**src/rtl/yutorina_mem_stage_pkg.sv**
```systemverilog
// Shared codes for the MEM stage: memory ops, exception codes, control ops,
// bus widths and the bus FSM state encoding.
package yutorina_mem_stage_pkg;

    localparam int WORD_W     = 32;
    localparam int BUS_ADDR_W = 30;
    localparam int GPR_ADDR_W = 5;
    localparam int EXP_W      = 3;
    localparam int CTRL_W     = 2;

    typedef enum logic [1:0] {
        MEM_NONE = 2'd0,
        MEM_LW   = 2'd1,
        MEM_SW   = 2'd2
    } mem_op_t;

    localparam logic [EXP_W-1:0]  EXP_NONE       = 3'd0;
    localparam logic [EXP_W-1:0]  EXP_MISS_ALIGN = 3'd4;
    localparam logic [CTRL_W-1:0] CTRL_NONE      = 2'd0;

    typedef enum logic {
        IDLE   = 1'b0,
        ACCESS = 1'b1
    } bus_state_t;

    // Word accesses must have the two low address bits clear.
    function automatic logic is_aligned(input logic [WORD_W-1:0] addr);
        return (addr[1:0] == 2'b00);
    endfunction

endpackage

```
**src/rtl/yutorina_mem_stage_if.sv**
```systemverilog
// Memory bus between the MEM stage (master) and the memory (slave).
// Handshake: bus_req_ low asks for an access described by bus_addr/bus_rw/
// bus_wr_data; the access completes in the cycle the slave drives bus_rdy_
// low (bus_rd_data valid in that same cycle). The master keeps bus_req_ and
// the request fields stable until that completion cycle.
interface yutorina_mem_stage_if;
    import yutorina_mem_stage_pkg::*;

    logic                  bus_req_;
    logic [BUS_ADDR_W-1:0] bus_addr;
    logic                  bus_rw;
    logic [WORD_W-1:0]     bus_wr_data;
    logic [WORD_W-1:0]     bus_rd_data;
    logic                  bus_rdy_;

    modport master (
        output bus_req_, bus_addr, bus_rw, bus_wr_data,
        input  bus_rd_data, bus_rdy_
    );

    modport slave (
        input  bus_req_, bus_addr, bus_rw, bus_wr_data,
        output bus_rd_data, bus_rdy_
    );

endinterface

```
**src/rtl/yutorina_mem_stage_bus_if.sv**
```systemverilog
// Bus handshake controller: decides whether the EX instruction needs a bus
// cycle, drives the request, tracks IDLE/ACCESS and reports busy.
module yutorina_bus_if
    import yutorina_mem_stage_pkg::*;
(
    input  logic                clk,
    input  logic                rst,
    input  logic                flush,
    input  logic                ex_en_,
    input  logic [EXP_W-1:0]    ex_exp_code,
    input  logic [1:0]          ex_mem_op,
    input  logic [WORD_W-1:0]   ex_out,
    input  logic [WORD_W-1:0]   ex_w_data,
    yutorina_mem_stage_if.master bus,
    output logic                busy,
    output logic                access_req,
    output logic                miss_align,
    output logic                discard,
    output bus_state_t          state
);

    logic mem_valid;
    logic done;

    // Classify the EX instruction: legal bus access or misaligned access.
    always_comb begin
        mem_valid  = !ex_en_ && (ex_exp_code == EXP_NONE) && (ex_mem_op != MEM_NONE);
        access_req = mem_valid && is_aligned(ex_out);
        miss_align = mem_valid && !is_aligned(ex_out);
    end

    // Request is combinational so a zero-wait slave can finish in one cycle.
    always_comb begin
        bus.bus_req_    = 1'b1;
        if (!rst && ((state == ACCESS) || access_req)) begin
            bus.bus_req_ = 1'b0;
        end
        bus.bus_addr    = ex_out[WORD_W-1:2];
        bus.bus_rw      = (ex_mem_op == MEM_LW);
        bus.bus_wr_data = ex_w_data;
        busy            = !bus.bus_req_ && bus.bus_rdy_;
        done            = !bus.bus_req_ && !bus.bus_rdy_;
    end

    // IDLE/ACCESS sequencing plus a sticky flag that drops the result of a
    // bus cycle that was flushed while still waiting for the slave.
    always_ff @(posedge clk) begin
        if (rst) begin
            state   <= IDLE;
            discard <= 1'b0;
        end else begin
            case (state)
                IDLE:    if (access_req && bus.bus_rdy_) state <= ACCESS;
                ACCESS:  if (!bus.bus_rdy_) state <= IDLE;
                default: state <= IDLE;
            endcase
            if (done) begin
                discard <= 1'b0;
            end else if (flush && busy) begin
                discard <= 1'b1;
            end
        end
    end

endmodule

```
**src/rtl/yutorina_mem_stage.sv**
```systemverilog
// MEM pipeline stage: issues loads/stores on the memory bus and holds the
// MEM/WB pipeline register.
module yutorina_mem_stage
    import yutorina_mem_stage_pkg::*;
(
    input  logic                  clk,
    input  logic                  rst,
    input  logic                  stall,
    input  logic                  flush,
    input  logic                  ex_en_,
    input  logic [GPR_ADDR_W-1:0] ex_w_addr,
    input  logic [WORD_W-1:0]     ex_w_data,
    input  logic                  ex_gpr_we_,
    input  logic [EXP_W-1:0]      ex_exp_code,
    input  logic [1:0]            ex_mem_op,
    input  logic [CTRL_W-1:0]     ex_ctrl_op,
    input  logic [WORD_W-1:0]     ex_out,
    yutorina_mem_stage_if.master  bus,
    output logic                  busy,
    output logic                  mem_en_,
    output logic [GPR_ADDR_W-1:0] mem_w_addr,
    output logic                  mem_gpr_we_,
    output logic [EXP_W-1:0]      mem_exp_code,
    output logic [CTRL_W-1:0]     mem_ctrl_op,
    output logic [WORD_W-1:0]     mem_out,
    output logic [GPR_ADDR_W-1:0] fwd_addr,
    output logic [WORD_W-1:0]     fwd_out,
    output bus_state_t            fsm_state
);

    logic access_req;
    logic miss_align;
    logic discard;

    yutorina_bus_if u_bus_if (
        .clk         (clk),
        .rst         (rst),
        .flush       (flush),
        .ex_en_      (ex_en_),
        .ex_exp_code (ex_exp_code),
        .ex_mem_op   (ex_mem_op),
        .ex_out      (ex_out),
        .ex_w_data   (ex_w_data),
        .bus         (bus),
        .busy        (busy),
        .access_req  (access_req),
        .miss_align  (miss_align),
        .discard     (discard),
        .state       (fsm_state)
    );

    // Forwarding taps straight off the pipeline register.
    always_comb begin
        fwd_addr = mem_w_addr;
        fwd_out  = mem_out;
    end

    // MEM/WB register: flush beats stall, stall holds, a pending or
    // discarded bus cycle inserts a bubble, otherwise capture EX.
    always_ff @(posedge clk) begin
        if (rst) begin
            mem_en_      <= 1'b1;
            mem_gpr_we_  <= 1'b1;
            mem_w_addr   <= '0;
            mem_exp_code <= EXP_NONE;
            mem_ctrl_op  <= CTRL_NONE;
            mem_out      <= '0;
        end else if (flush) begin
            mem_en_     <= 1'b1;
            mem_gpr_we_ <= 1'b1;
        end else if (stall) begin
            mem_en_ <= mem_en_;
        end else if (busy || discard || ex_en_) begin
            mem_en_ <= 1'b1;
        end else begin
            mem_en_      <= 1'b0;
            mem_w_addr   <= ex_w_addr;
            mem_ctrl_op  <= ex_ctrl_op;
            mem_exp_code <= miss_align ? EXP_MISS_ALIGN : ex_exp_code;
            mem_gpr_we_  <= miss_align ? 1'b1 : ex_gpr_we_;
            mem_out      <= (access_req && (ex_mem_op == MEM_LW)) ? bus.bus_rd_data : ex_out;
        end
    end

endmodule

```
**src/flat_wrapper.sv**
```systemverilog
// flat-port wrapper written by rule: the top's interface ports become plain ports
module yutorina_mem_stage_flat import yutorina_mem_stage_pkg::*;
  (clk, rst, stall, flush, ex_en_, ex_w_addr, ex_w_data, ex_gpr_we_, ex_exp_code, ex_mem_op, ex_ctrl_op, ex_out, busy, mem_en_, mem_w_addr, mem_gpr_we_, mem_exp_code, mem_ctrl_op, mem_out, fwd_addr, fwd_out, fsm_state, bus_bus_req_, bus_bus_addr, bus_bus_rw, bus_bus_wr_data, bus_bus_rd_data, bus_bus_rdy_);
  yutorina_mem_stage_if bus_i ();
  input  logic clk;
  input  logic rst;
  input  logic stall;
  input  logic flush;
  input  logic ex_en_;
  input  logic [GPR_ADDR_W-1:0] ex_w_addr;
  input  logic [WORD_W-1:0] ex_w_data;
  input  logic ex_gpr_we_;
  input  logic [EXP_W-1:0] ex_exp_code;
  input  logic [1:0] ex_mem_op;
  input  logic [CTRL_W-1:0] ex_ctrl_op;
  input  logic [WORD_W-1:0] ex_out;
  output logic busy;
  output logic mem_en_;
  output logic [GPR_ADDR_W-1:0] mem_w_addr;
  output logic mem_gpr_we_;
  output logic [EXP_W-1:0] mem_exp_code;
  output logic [CTRL_W-1:0] mem_ctrl_op;
  output logic [WORD_W-1:0] mem_out;
  output logic [GPR_ADDR_W-1:0] fwd_addr;
  output logic [WORD_W-1:0] fwd_out;
  output bus_state_t fsm_state;
  output wire logic [$bits(bus_i.bus_req_)-1:0] bus_bus_req_;
  output wire logic [$bits(bus_i.bus_addr)-1:0] bus_bus_addr;
  output wire logic [$bits(bus_i.bus_rw)-1:0] bus_bus_rw;
  output wire logic [$bits(bus_i.bus_wr_data)-1:0] bus_bus_wr_data;
  input wire logic [$bits(bus_i.bus_rd_data)-1:0] bus_bus_rd_data;
  input wire logic [$bits(bus_i.bus_rdy_)-1:0] bus_bus_rdy_;
  assign bus_bus_req_ = bus_i.bus_req_;
  assign bus_bus_addr = bus_i.bus_addr;
  assign bus_bus_rw = bus_i.bus_rw;
  assign bus_bus_wr_data = bus_i.bus_wr_data;
  assign bus_i.bus_rd_data = bus_bus_rd_data;
  assign bus_i.bus_rdy_ = bus_bus_rdy_;
  yutorina_mem_stage u_core (.clk(clk), .rst(rst), .stall(stall), .flush(flush), .ex_en_(ex_en_), .ex_w_addr(ex_w_addr), .ex_w_data(ex_w_data), .ex_gpr_we_(ex_gpr_we_), .ex_exp_code(ex_exp_code), .ex_mem_op(ex_mem_op), .ex_ctrl_op(ex_ctrl_op), .ex_out(ex_out), .bus(bus_i), .busy(busy), .mem_en_(mem_en_), .mem_w_addr(mem_w_addr), .mem_gpr_we_(mem_gpr_we_), .mem_exp_code(mem_exp_code), .mem_ctrl_op(mem_ctrl_op), .mem_out(mem_out), .fwd_addr(fwd_addr), .fwd_out(fwd_out), .fsm_state(fsm_state));
endmodule
```
**config.mk**
```make
export PLATFORM = sky130hd
export DESIGN_NAME = yutorina_mem_stage_flat
export DESIGN_NICKNAME = d
export VERILOG_FILES = /design/src/rtl/yutorina_mem_stage_pkg.sv /design/src/rtl/yutorina_mem_stage_if.sv /design/src/rtl/yutorina_mem_stage_bus_if.sv /design/src/rtl/yutorina_mem_stage.sv /design/src/flat_wrapper.sv
export SDC_FILE = /design/constraint.sdc
export NUM_CORES = 1
export LEC_CHECK = 0
export CAP_MARGIN = 15
export CORE_AREA = 2 2 103 105
export CTS_CLUSTER_DIAMETER = 40
export CTS_CLUSTER_SIZE = 40
export DETAILED_ROUTE_END_ITERATION = 16
export DIE_AREA = 0 0 105 107
export PLACE_DENSITY = 0.77
export RECOVER_POWER = 25
export SETUP_SLACK_MARGIN = 0.4
export SKIP_CTS_REPAIR_TIMING = 1
export SYNTH_ARGS = -nofsm -noshare
export SYNTH_HDL_FRONTEND = slang
export SYNTH_HIERARCHICAL = 1
export SYNTH_SLANG_ARGS = --single-unit
```
**constraint.sdc**
```tcl
create_clock -name clk -period 5.05 [get_ports clk]
set_input_delay 1.01 -clock clk [delete_from_list [all_inputs] [get_ports clk]]
set_output_delay 1.01 -clock clk [all_outputs]
set_load 0.005 [all_outputs]
```
==> metrics.txt, run 1 <==
status finished, final reports clean; GRT Residual Overflow 0; switch share 23.6%; hold path endpoint u_core/mem_exp_code[0]$_SDFFE_PP0P_; Placement Setup Slack 1.01 ns; origin of the critical flop-to-flop path u_core/u_bus_if/state$_SDFF_PP0_; die width 105 µm; worst reg2reg endpoint u_core/fwd_out[25]$_SDFFE_PP0P_; Cells after Synth 320; Hold Path Stages 2; CP cell instances dlygate4sd3_1 > nor4_4 > a31oi_1 > or2_1 > nor2_1 > clkdlybuf4s50_1; share of layout cells above drive strength 1 11.8%; core region area 10,100 µm²; Critical path buffers and inverters 2; largest area contributor in the netlist dfxtp_1; Reg clk slew, reported paths 0.10 ns; Routed WL 8.32 mm; # Max-Cap Violations 0; P_sw 229 µW; CP delay by family, top buffers and inverters; Yosys cell types 30; antenna-violating nets left 0; Root Buffer clkbuf_8; Initial Utilization 30.3%; crit path DAT 3.14 ns; RSZ-0062 raised after global routing false; part of the power in registers 40.4%; register bit total from synthesis 46; CTS tree yes; worst r2r path cells 6; vias in the first global route 2,541; measured slew at the worst slew-check pin 0.682 ns; TritonCTS Buffers 5; relative slew slack 54.5%; multi-input logic area 1200 µm²; # DRC 0; design internal power 741 µW; post-synth net total 435; Final Hold Fails 0; Max clock buf depth 2; GR Util All Layers 14.1%; sequential-to-total area share from yosys stat 30.1%; vias 2,509; Worst Path Class, Setup in2out; Tcrit/Tclk final 82.1%; ranking of synthesized cells by area dfxtp_1 (30%), buf_4 (25%), a211oi_2 (12%); die height 107 µm; crit path max-delay cell type dlygate4sd3_1; Final WS setup 0.905 ns; Tightest Hold Check Type reg2reg; RD Place Congestion 0.682; Critical Path Max Stage Delay 0.63 ns; post-synth top area share 30.1%; setup skew after layout 0.0117 ns; port buffer count 197; hold_sp u_core/mem_exp_code[0]$_SDFFE_PP0P_; r2r setup slk 2.77 ns; layout filler cell count 999; Final Max Tran Viols 0; post-layout min period 4.15 ns; Inst Count DP 536; DP HPWL 6.33 mm; CP Capture Type primary output; wire per inst 15.3 µm; Clk pwr share 35.2%; syn avg cell area 9.57 µm²; hold slack 0.480 ns; startpoint class of the critical path input port; synthesized cell area 3060 µm²; Top-Level Pins 262; die area 11,200 µm²; Comb pwr share 24.4%; H-tree depth 2; clock net sink count 46; clk_lat worst skew 0.30 ns; Rows 37; Reg area 921 µm²; CP Max Fanout 3; initial antenna violation count 0; # setup viols final 0; Synth warnings 6; Detailed Routing Iterations Pass 1 4; total power 969 µW; pwr dens 218 nW/µm²; Avg Vias per Cell 4.61; total negative setup slack 0 ns; n_diodes 0; Fmax 241 MHz; leakage power 0.00173 µW; drt initial violations 59; first-pass GRT wire length 13.1 mm; VDD IR max 0.156 mV; fin cells 544; Critical Path RT 4.04 ns; largest net degree at the start of global routing 45; Layout area overhead 45.2%; Final #Nets 522
==> power by group through the flow <==
stage	Combinational, µW	Sequential, µW	Clock, µW
global route	253	394	371
detailed placement	240	400	0
finish	236	391	342
CTS	241	392	355
global placement	235	400	0
floorplan	134	400	0
==> tightest hold or removal path: cells and delay by family (launching register included) <==
family | cells | cell delay, ns
compound gates | 2 | 0.13
flops | 1 | 0.32
==> final cells by class <==
| class | instances | share of cell area (%) |
|---|---|---|
| clock buffer | 6 | 1.86 |
| inverter | 3 | 0.253 |
| sequential | 46 | 20.7 |
| timing repair buffer | 201 | 44.9 |
| tap | 136 | 3.83 |
| multi-input combinational | 150 | 27.1 |
| clock inverter | 2 | 1.35 |
==> synthesized netlist by cell type, drive strengths merged <==
library cell and number:
or4 1, nand3 7, nor2 8, nor2b 2, clkbuf 5, or2 2, a31oi 1, o21ai 11
nor4 3, a211oi 33, nand4b 2, inv 2, nand2 1, a21oi 42, nand2b 1, clkinv 1
dfxtp 46, nor3 3, buf 116, nand3b 1, mux2i 32
==> cell usage in the layout, fill, tap and decap left out, drive strengths merged, types with 2 or more instances in the layout <==
cell,synthesis,final
nand4b,2,2
o21ai,11,11
nor4,3,3
nand3,7,7
buf,116,5
a211oi,33,33
inv,2,2
dlygate4sd3,0,16
clkbuf,5,6
mux2i,32,32
or2,2,2
clkdlybuf4s50,0,180
nor2,8,8
dfxtp,46,46
nor2b,2,2
bufinv,0,2
nor3,3,3
a21oi,42,42
==> metrics by stage <==
step	instance area (µm²)	util (%)
floorplan	3060	-
global placement	4300	42.6
detailed placement	4300	42.6
CTS	4450	44.1
global route	4450	44.1
finish	4450	44.1
==> worst max path at each step <==
stage,startpoint,end,cells past startpoint
finish,ex_en_,busy,6
global route,ex_en_,busy,6
floorplan,ex_exp_code[1],busy,4
global placement,ex_en_,busy,6
CTS,ex_en_,busy,6
detailed placement,ex_en_,busy,6
==> layer usage <==
metal  GRT usage [%]  part of all wire [%]  up-vias
met2            26.3                    53      121
met5               0                     0        -
met1            15.0                    38     1183
met3            5.11                   8.2       12
li1                -                     -     1193
met4            3.71                   1.2        0
==> flip-flops by register name, indices dropped and copies added, names as in the netlist <==
register / count
u_core/u_bus_if/discard: 1
u_core/fwd_addr: 5
u_core/u_bus_if/state: 1
u_core/fwd_out: 32
u_core/mem_gpr_we_: 1
u_core/mem_ctrl_op: 2
u_core/mem_exp_code: 3
u_core/mem_en_: 1
==> cells by family after synthesis <==
kind of cell           share of synthesized area [%]
buffers and inverters                           30.6
DFF                                             30.1
AOI/OAI and AO/OA                               21.8
muxes                                           10.5
and+or+nand+nor                                 7.07
No activity file was read; power rests on OpenSTA's default activity.
==> inputs of run 2 (changes only) <==
- CORE_AREA: 2 2 103 105 -> 2 2 101 103
- DIE_AREA: 0 0 105 107 -> 0 0 103 105
- PLACE_DENSITY: 0.77 -> 0.8
- clock period: 5.05 -> 4.3 ns (I/O delays scaled with it)
==> metrics.txt, run 2 (synthesized netlist as in run 1, its figures left out) <==
TritonCTS Buffers 5; crit path DAT 3.07 ns; Rows 36; worst r2r path cells 6; total negative setup slack 0 ns; Inst Count DP 534; share of layout cells above drive strength 1 12.0%; port buffer count 197; Fmax 254 MHz; CP Max Fanout 3; Routed WL 8.82 mm; hold_sp u_core/mem_exp_code[0]$_SDFFE_PP0P_; P_sw 273 µW; vias 2,552; CP Capture Type primary output; hold slack 0.473 ns; CTS tree yes; wire per inst 16.3 µm; core region area 9640 µm²; design internal power 752 µW; Avg Vias per Cell 4.71; Top-Level Pins 262; Final #Nets 523; Initial Utilization 31.8%; Root Buffer clkbuf_8; initial antenna violation count 0; fin cells 542; # DRC 0; vias in the first global route 2,645; startpoint class of the critical path input port; most frequent cells in the layout clkdlybuf4s50_1 (181), dfxtp_1 (46), a21oi_1 (41); GRT Residual Overflow 0; Hold Path Stages 2; Critical Path RT 3.44 ns; fin util 45.7%; RD Place Congestion 0.739; Final Hold Fails 0; switch share 26.6%; Tcrit/Tclk final 91.5%; setup skew after layout 0.0129 ns; relative slew slack 54.8%; origin of the critical flop-to-flop path u_core/u_bus_if/state$_SDFF_PP0_; die height 105 µm; post-layout min period 3.93 ns; part of the power in registers 44.9%; commonest non-fill, non-tap cell in the layout clkdlybuf4s50_1; DP HPWL 6.74 mm; first-pass GRT wire length 13.1 mm; n_diodes 0; Final Max Tran Viols 0; # Max-Cap Violations 0; Largest register FFs 32; H-tree depth 2; die area 10,800 µm²; die width 103 µm; Max clock buf depth 2; Detailed Routing Iterations Pass 1 4; largest net degree at the start of global routing 45; GR Util All Layers 15.3%; Clk pwr share 27.7%; Comb pwr share 27.4%; Layout area overhead 43.8%; hold path endpoint u_core/mem_exp_code[0]$_SDFFE_PP0P_; leakage power 0.00171 µW; # setup viols final 0; Tightest Hold Check Type reg2reg; measured slew at the worst slew-check pin 0.678 ns; clk_lat worst skew 0.30 ns; drt initial violations 55; Worst Path Class, Setup in2out; clock net sink count 46; pwr dens 233 nW/µm²; VDD IR max 0.110 mV; layout filler cell count 933; r2r setup slk 1.96 ns; worst reg2reg endpoint u_core/fwd_out[25]$_SDFFE_PP0P_; status finished, final reports clean; RSZ-0062 raised after global routing false; antenna-violating nets left 0; Reg clk slew, reported paths 0.09 ns
run 2: cell count changes in the layout (fill, tap and decap cells not counted), sizes merged:
cell / before / now
clkdlybuf4s50: 180 / 181
clkinv: 1 / 2
buf: 5 / 6
bufinv: 2 / 0
dlygate4sd3: 16 / 15
clkinvlp: 0 / 1
run 2: per-stage QoR:
stage | setup slack [ns] | instance area (µm²) | total power (µW)
2_1_floorplan | 1.63 | 3060 | 627
3_3_place_gp | 0.613 | 4310 | 749
3_5_place_dp | 0.505 | 4310 | 756
4_1_cts | 0.484 | 4400 | 1050
5_1_grt | 0.313 | 4400 | 1080
6_report | 0.368 | 4400 | 1020
run 2: final cells by class:
type	count	area (µm²)	share of cell area, %
Sequential cell	46	921	20.9
Tap cell	133	166	3.78
Timing Repair Buffer	202	2000	45.5
Multi-Input combinational cell	150	1200	27.4
Clock buffer	6	82.6	1.88
Inverter	3	11.3	0.256
Clock inverter	2	12.5	0.284
run 2: power groups by stage:
stage                     logic, µW  clock network [µW]  registers (µW)
after detailed placement        285                   0             470
after floorplan                 158                   0             470
after global placement          280                   0             470
after CTS                       286                 298             461
after global routing            301                 317             464
final                           281                 284             460
run 2: how the worst max path moves through the flow:
stage / start / to / cells after the start
after floorplan: ex_mem_op[0] / u_core/fwd_out[10]$_SDFFE_PP0P_ / 8
after global placement: ex_en_ / busy / 6
after detailed placement: ex_en_ / busy / 6
after CTS: ex_en_ / busy / 6
after global routing: ex_en_ / busy / 6
final: ex_en_ / busy / 6
run 2: worst max-delay path, cell delays in order:
cell and delay (ns):
dlygate4sd3_1 0.64, nor4_4 0.27, a31oi_1 0.17, or2_1 0.27, nor2_1 0.29, clkdlybuf4s50_1 0.57
run 2: per-layer routing:
layer | up-vias | routed length (µm) | GRT usage (%)
li1 | 1208 | - | -
met1 | 1176 | 3250 | 15.5
met2 | 135 | 4450 | 27.8
met3 | 33 | 887 | 5.22
met4 | 0 | 239 | 6.11
met5 | - | 0 | 0
